`config.mk`:
```
export PLATFORM = sky130hd
export DESIGN_NAME = spi_responder
export DESIGN_NICKNAME = d
export VERILOG_FILES = /design/src/rtl/spi_pkg.sv /design/src/rtl/spi_responder_sync_edge.sv /design/src/rtl/spi_responder.sv
export SDC_FILE = /design/constraint.sdc
export NUM_CORES = 1
export LEC_CHECK = 0
export BUFFER_PORTS_ARGS = -buffer_cell sky130_fd_sc_hd__buf_2
export CORE_UTILIZATION = 60
export DETAILED_ROUTE_END_ITERATION = 10
export GPL_TIMING_DRIVEN = 0
export HOLD_SLACK_MARGIN = 0.15
export PLACE_DENSITY = 0.91
export SYNTH_ARGS = -nofsm -noshare
export SYNTH_HDL_FRONTEND = slang
export SYNTH_SLANG_ARGS = --single-unit
```
`constraint.sdc`:
```
create_clock -name clk_in -period 2.7 [get_ports clk_in]
set_input_delay 0.54 -clock clk_in [delete_from_list [all_inputs] [get_ports clk_in]]
set_output_delay 0.54 -clock clk_in [all_outputs]
set_load 0.01 [all_outputs]
```
`src/rtl/spi_pkg.sv`:
```
// Shared SPI definitions for the stepper controller's responder and initiator-side blocks.
package spi_pkg;

  localparam int unsigned SPI_FRAME_BITS = 40;

  // Mode 3: clock idles high, data captured on the rising edge
  localparam logic SPI_CPOL = 1'b1;
  localparam logic SPI_CPHA = 1'b1;

  localparam logic [0:0] ST_IDLE   = 1'b0;
  localparam logic [0:0] ST_ACTIVE = 1'b1;

endpackage

```
`src/rtl/spi_responder_sync_edge.sv`:
```
// Multi-flop synchronizer with a delay flop for single-cycle rise/fall event pulses.
module sync_edge #(
  parameter int unsigned SYNC_STAGES = 2,
  parameter logic        RESET_VAL   = 1'b0
) (
  input  logic clk_in,
  input  logic rst_n_in,
  input  logic sig_in,
  output logic level_out,
  output logic rise_c,
  output logic fall_c
);

  logic [SYNC_STAGES-1:0] chain;
  logic                   dly;

  always_ff @(posedge clk_in or negedge rst_n_in) begin
    if (!rst_n_in) begin
      chain <= {SYNC_STAGES{RESET_VAL}};
      dly   <= RESET_VAL;
    end else begin
      chain <= {chain[SYNC_STAGES-2:0], sig_in};
      dly   <= chain[SYNC_STAGES-1];
    end
  end

  assign level_out = chain[SYNC_STAGES-1];
  assign rise_c    = level_out & ~dly;
  assign fall_c    = ~level_out & dly;

endmodule

```
`src/rtl/spi_responder.sv`:
```
// Mode-3 SPI responder: oversampled SCK/CS_n/MOSI, fixed-length rx frame, parallel status word on MISO.
module spi_responder
  import spi_pkg::*;
#(
  parameter int unsigned SIZE        = SPI_FRAME_BITS,
  parameter int unsigned SYNC_STAGES = 2
) (
  input  logic            clk_in,
  input  logic            rst_n_in,
  input  logic            sck_in,
  input  logic            cs_n_in,
  input  logic            mosi_in,
  output logic            miso_out,
  output logic            miso_oe_out,
  input  logic [SIZE-1:0] tx_data_in,
  output logic [SIZE-1:0] rx_data_out,
  output logic            rx_valid_out,
  output logic            rx_error_out,
  output logic            busy_out
);

  localparam int unsigned CNT_W    = $clog2(SIZE + 2);
  localparam int unsigned SETTLE_W = $clog2(SYNC_STAGES + 2);

  localparam logic [CNT_W-1:0]    CNT_FULL    = CNT_W'(SIZE);
  localparam logic [CNT_W-1:0]    CNT_SAT     = CNT_W'(SIZE + 1);
  localparam logic [SETTLE_W-1:0] SETTLE_DONE = SETTLE_W'(SYNC_STAGES + 1);

  logic sck_lvl, sck_rise, sck_fall;
  logic cs_lvl, cs_rise, cs_fall;
  logic [SYNC_STAGES-1:0] mosi_sync;
  logic mosi_lvl;

  logic [0:0]          state, state_d;
  logic [SIZE-1:0]     tx_shift, tx_d;
  logic [SIZE-1:0]     rx_shift, rx_d;
  logic [CNT_W-1:0]    bit_cnt, cnt_d;
  logic                first_fall, first_fall_d;
  logic [SETTLE_W-1:0] settle_cnt, settle_d;
  logic                armed, armed_d;
  logic [SIZE-1:0]     data_d;
  logic                valid_d, err_d, busy_d, miso_d;

  sync_edge #(.SYNC_STAGES(SYNC_STAGES), .RESET_VAL(1'b1)) u_sck_sync (
    .clk_in    (clk_in),
    .rst_n_in  (rst_n_in),
    .sig_in    (sck_in),
    .level_out (sck_lvl),
    .rise_c    (sck_rise),
    .fall_c    (sck_fall)
  );

  sync_edge #(.SYNC_STAGES(SYNC_STAGES), .RESET_VAL(1'b1)) u_cs_sync (
    .clk_in    (clk_in),
    .rst_n_in  (rst_n_in),
    .sig_in    (cs_n_in),
    .level_out (cs_lvl),
    .rise_c    (cs_rise),
    .fall_c    (cs_fall)
  );

  // MOSI only needs the level; same depth keeps it aligned with the SCK edge pulses
  always_ff @(posedge clk_in or negedge rst_n_in) begin
    if (!rst_n_in) mosi_sync <= '0;
    else           mosi_sync <= {mosi_sync[SYNC_STAGES-2:0], mosi_in};
  end

  assign mosi_lvl = mosi_sync[SYNC_STAGES-1];

  always_comb begin
    state_d      = state;
    tx_d         = tx_shift;
    rx_d         = rx_shift;
    cnt_d        = bit_cnt;
    first_fall_d = first_fall;
    settle_d     = settle_cnt;
    armed_d      = armed;
    data_d       = rx_data_out;
    valid_d      = 1'b0;
    err_d        = 1'b0;

    // Reset values must drain out of the synchronizers before an idle bus can arm us
    if (settle_cnt != SETTLE_DONE) settle_d = settle_cnt + SETTLE_W'(1);
    else if (cs_lvl && (sck_lvl == SPI_CPOL)) armed_d = 1'b1;

    case (state)
      ST_IDLE: begin
        if (armed && cs_fall) begin
          state_d      = ST_ACTIVE;
          tx_d         = tx_data_in;
          cnt_d        = '0;
          first_fall_d = 1'b1;
        end
      end
      ST_ACTIVE: begin
        // Deselect wins over any SCK edge landing in the same cycle
        if (cs_rise) begin
          state_d = ST_IDLE;
          if (bit_cnt == CNT_FULL) begin
            data_d  = rx_shift;
            valid_d = 1'b1;
          end else begin
            err_d = 1'b1;
          end
        end else begin
          if (sck_rise) begin
            rx_d = {rx_shift[SIZE-2:0], mosi_lvl};
            if (bit_cnt != CNT_SAT) cnt_d = bit_cnt + CNT_W'(1);
          end
          if (sck_fall) begin
            if (first_fall) first_fall_d = 1'b0;
            else            tx_d = {tx_shift[SIZE-2:0], 1'b0};
          end
        end
      end
      default: state_d = ST_IDLE;
    endcase

    busy_d = (state_d == ST_ACTIVE);
    miso_d = busy_d & tx_d[SIZE-1];
  end

  always_ff @(posedge clk_in or negedge rst_n_in) begin
    if (!rst_n_in) begin
      state        <= ST_IDLE;
      tx_shift     <= '0;
      rx_shift     <= '0;
      bit_cnt      <= '0;
      first_fall   <= 1'b0;
      settle_cnt   <= '0;
      armed        <= 1'b0;
      rx_data_out  <= '0;
      rx_valid_out <= 1'b0;
      rx_error_out <= 1'b0;
      busy_out     <= 1'b0;
      miso_oe_out  <= 1'b0;
      miso_out     <= 1'b0;
    end else begin
      state        <= state_d;
      tx_shift     <= tx_d;
      rx_shift     <= rx_d;
      bit_cnt      <= cnt_d;
      first_fall   <= first_fall_d;
      settle_cnt   <= settle_d;
      armed        <= armed_d;
      rx_data_out  <= data_d;
      rx_valid_out <= valid_d;
      rx_error_out <= err_d;
      busy_out     <= busy_d;
      miso_oe_out  <= busy_d;
      miso_out     <= miso_d;
    end
  end

endmodule

```
==> impl_results.md <==
* Outcome: finished, final reports clean
* Post-synthesis sequential area ratio at 61.9%
* Finish-stage setup viols at 0
* Clock Path Buffers at 2
* Minimum clock period at 2.01 ns
* Final ANT Viol Nets at 0
* Hold Path Class: input pin to flip-flop
* Slowest-stage cell, CP: dfstp_2
* DP HPWL at 7390 um
* Global Route Usage Sum at 24.5%
* Relative slew slack at 63.8%
* Async S/R FF share, synth at 100%
* Fill cells at 574
* Ant diodes at 0
* Post-layout nets at 585
* DRC Markers at 0
* Top delay family on crit path: simple AND/OR/NAND/NOR gates
* Commonest non-fill, non-tap cell in the layout: dfrtp_1
* Worst EP arrival at 2.39 ns
* Post-Syn Area per Cell at 13.6 um2
* Mapped Cells at 423
* Layout cells sized above 1 at 34.2%
* Initial antenna violation count at 0
* Global-route wire length before repair at 18800 um
* Die H at 99.9 um
* MaxCap Viol Count at 0
* PwrDens at 783 nW/um2
* Via Count at 3755
* # clock sinks at 142
* Final wirelength at 11200 um
* DR iter-0 viols at 171
* Critical Path Start: u_cs_sync.chain[1]
* Peak supply drop at 0.462 mV
* Routed len/inst at 16.5 um
* I/O Buffers at 89
* Critical Setup Path Class: flip-flop to flip-flop
* Worst Path Buf+Inv at 1
* I/O Pins at 90
* Std-Cell Core Area at 9240 um2
* Number of synthesized flops with an enable pin at 0
* Non-filler cells, final at 678
* YS warnings at 0
* Clock transition at path regs at 0.07 ns
* Total power at 5.49 mW
* Total grt overflow at 0
* Placer congestion estimate at 0.866
* Setup crit start kind: flip-flop
* Clock Root Buffer: clkbuf_8
* Largest net degree at the start of global routing at 85
* Rows at 35
* RR Startpoint: u_cs_sync.chain[1]
* Skew final at 0.0133 ns
* Hold path start: tx_data_in[31]
* RSZ-0062 raised after global routing: false
* Leakage power at 3.78 nW
* Worst-Margin Slew at 0.544 ns
* Post-synth top flop: dfrtp_1
* Vias in the first global route at 3861
* Highest-count cells in the layout ignoring fill and taps: dfrtp_1, buf_2, nand2_1
* PostCTS Resize Cnt at 0
* Area post-placement at 6390 um2
* Initial Util at 62.2%
* Highest clock rate at 498 MHz
* Htree depth at 4
* CTS Buf Count at 17
* Post-placement cell count at 642
* Post-synthesis cell area at 5750 um2
* Netlist cell types at 42
* Area Growth Syn to Fin at 22.0%
* CP required at 3.08 ns
* Worst path cell trace: nor2b_2, nand4_1, buf_2, mux2_1
* DR pass1 iterations at 5
* CP max stage delay at 0.59 ns
* Worst skew pair latency at 0.52 ns
* Net Count, Synth at 472
* CTS tree: done
* Fin. Hold Viols at 0
* Die Span X at 99.9 um
* Worst-path fanout max at 10
* Final period util at 74.4%
* Seq cells post-synth at 142
* CP endpoint kind: flip-flop
* Setup_tns at 0 ns
* Die Footprint at 9980 um2
* End-of-flow core utilization at 75.9%
* Post-layout instance area at 7020 um2
* Max-slew violations at 0
* Vias per cell at 5.54
[synth_stat cells (2+ instances only)]
cell | n | area [um2]
a41oi_1 | 2 | 17.5
buf_4 | 3 | 22.5
dfrtp_1 | 136 | 3400
mux2_4 | 39 | 586
ha_1 | 4 | 50.1
o21ai_1 | 3 | 15.0
nor2b_1 | 2 | 12.5
nor2_1 | 3 | 11.3
a22oi_1 | 38 | 285
dfstp_2 | 6 | 158
inv_1 | 8 | 30.0
buf_6 | 4 | 45.0
nand3_1 | 4 | 20.0
nand2b_1 | 2 | 12.5
buf_2 | 10 | 50.1
mux2_1 | 41 | 462
nand2_1 | 85 | 319
clkbuf_1 | 8 | 30.0
a32oi_1 | 2 | 17.5
[flip-flops by register name (all words and copies together) (netlist names), 2 cells and up]
register and flops:
rx_shift 40, u_sck_sync.chain 2, rx_data_out 40, bit_cnt 6
mosi_sync 2, settle_cnt 2, tx_shift 40, u_cs_sync.chain 2
[report_power, final]
part,total (mW),switching (mW),internal (mW)
logic,0.578,0.310,0.268
clock network,2.29,0.928,1.36
registers,2.63,0.201,2.43
total,5.49,1.44,4.06
[metal layers]
layer  track usage, %  wire (um)  part of all wire (%)
met1             31.7       4860                    43
met2             40.1       5630                    50
met3             6.06        527                   4.7
met4             9.95        196                   1.7
met5                0          0                     0
[path summary, 6_finish.rpt]
| check | endpoint | slack, ns | depth (start not counted) |
|---|---|---|---|
| min in group asynchronous | rx_valid_out | 0.54 | 2 |
| worst max-delay path | rx_data_out[10] | 0.69 | 4 |
| worst min register to register | mosi_sync[1] | 0.35 | 0 |
| worst max register to register | rx_data_out[10] | 0.69 | 4 |
| worst min-delay path | tx_shift[31] | 0.25 | 3 |
| max in group asynchronous | u_sck_sync.dly | 1.34 | 3 |
[final cells by class]
type	instances	area [um2]	area share (%)
Sequential cell	142	3560	50.8
Multi-Input combinational cell	248	2010	28.7
Timing Repair Buffer	94	519	7.40
Clock buffer	19	432	6.15
Tap cell	129	161	2.30
Clock inverter	13	154	2.19
Buffer	25	148	2.10
Inverter	8	30.0	0.428
[tightest hold or removal path, cell delays in order]
cell and delay, ns:
buf_2 0.08, a22oi_1 0.06, nand2_1 0.05
[through the flow]
stage	hold WS [ns]	worst slack, ns
after floorplan	0.244	1.04
after global placement	0.335	-0.679
after detailed placement	0.337	0.712
after CTS	0.229	0.680
after global routing	0.245	0.610
final	0.250	0.691
[logic make-up after synthesis]
logic type / after synthesis / share of synthesized area [%]
flops: 142 / 61.9
simple gates: 106 / 7.94
mux: 82 / 18.6
compound gates: 55 / 7.42
buf+inv: 33 / 3.09
fa+ha+maj: 4 / 0.871
xor+xnor: 1 / 0.152
[timing repair]
action | CTS | global route
setup endpoints to repair | 0 | 0
hold buffers | 4 | 0
setup buffers | 0 | 0
endpoints found under the hold margin | 61 | 0
(Power assumes the default switching activity.)
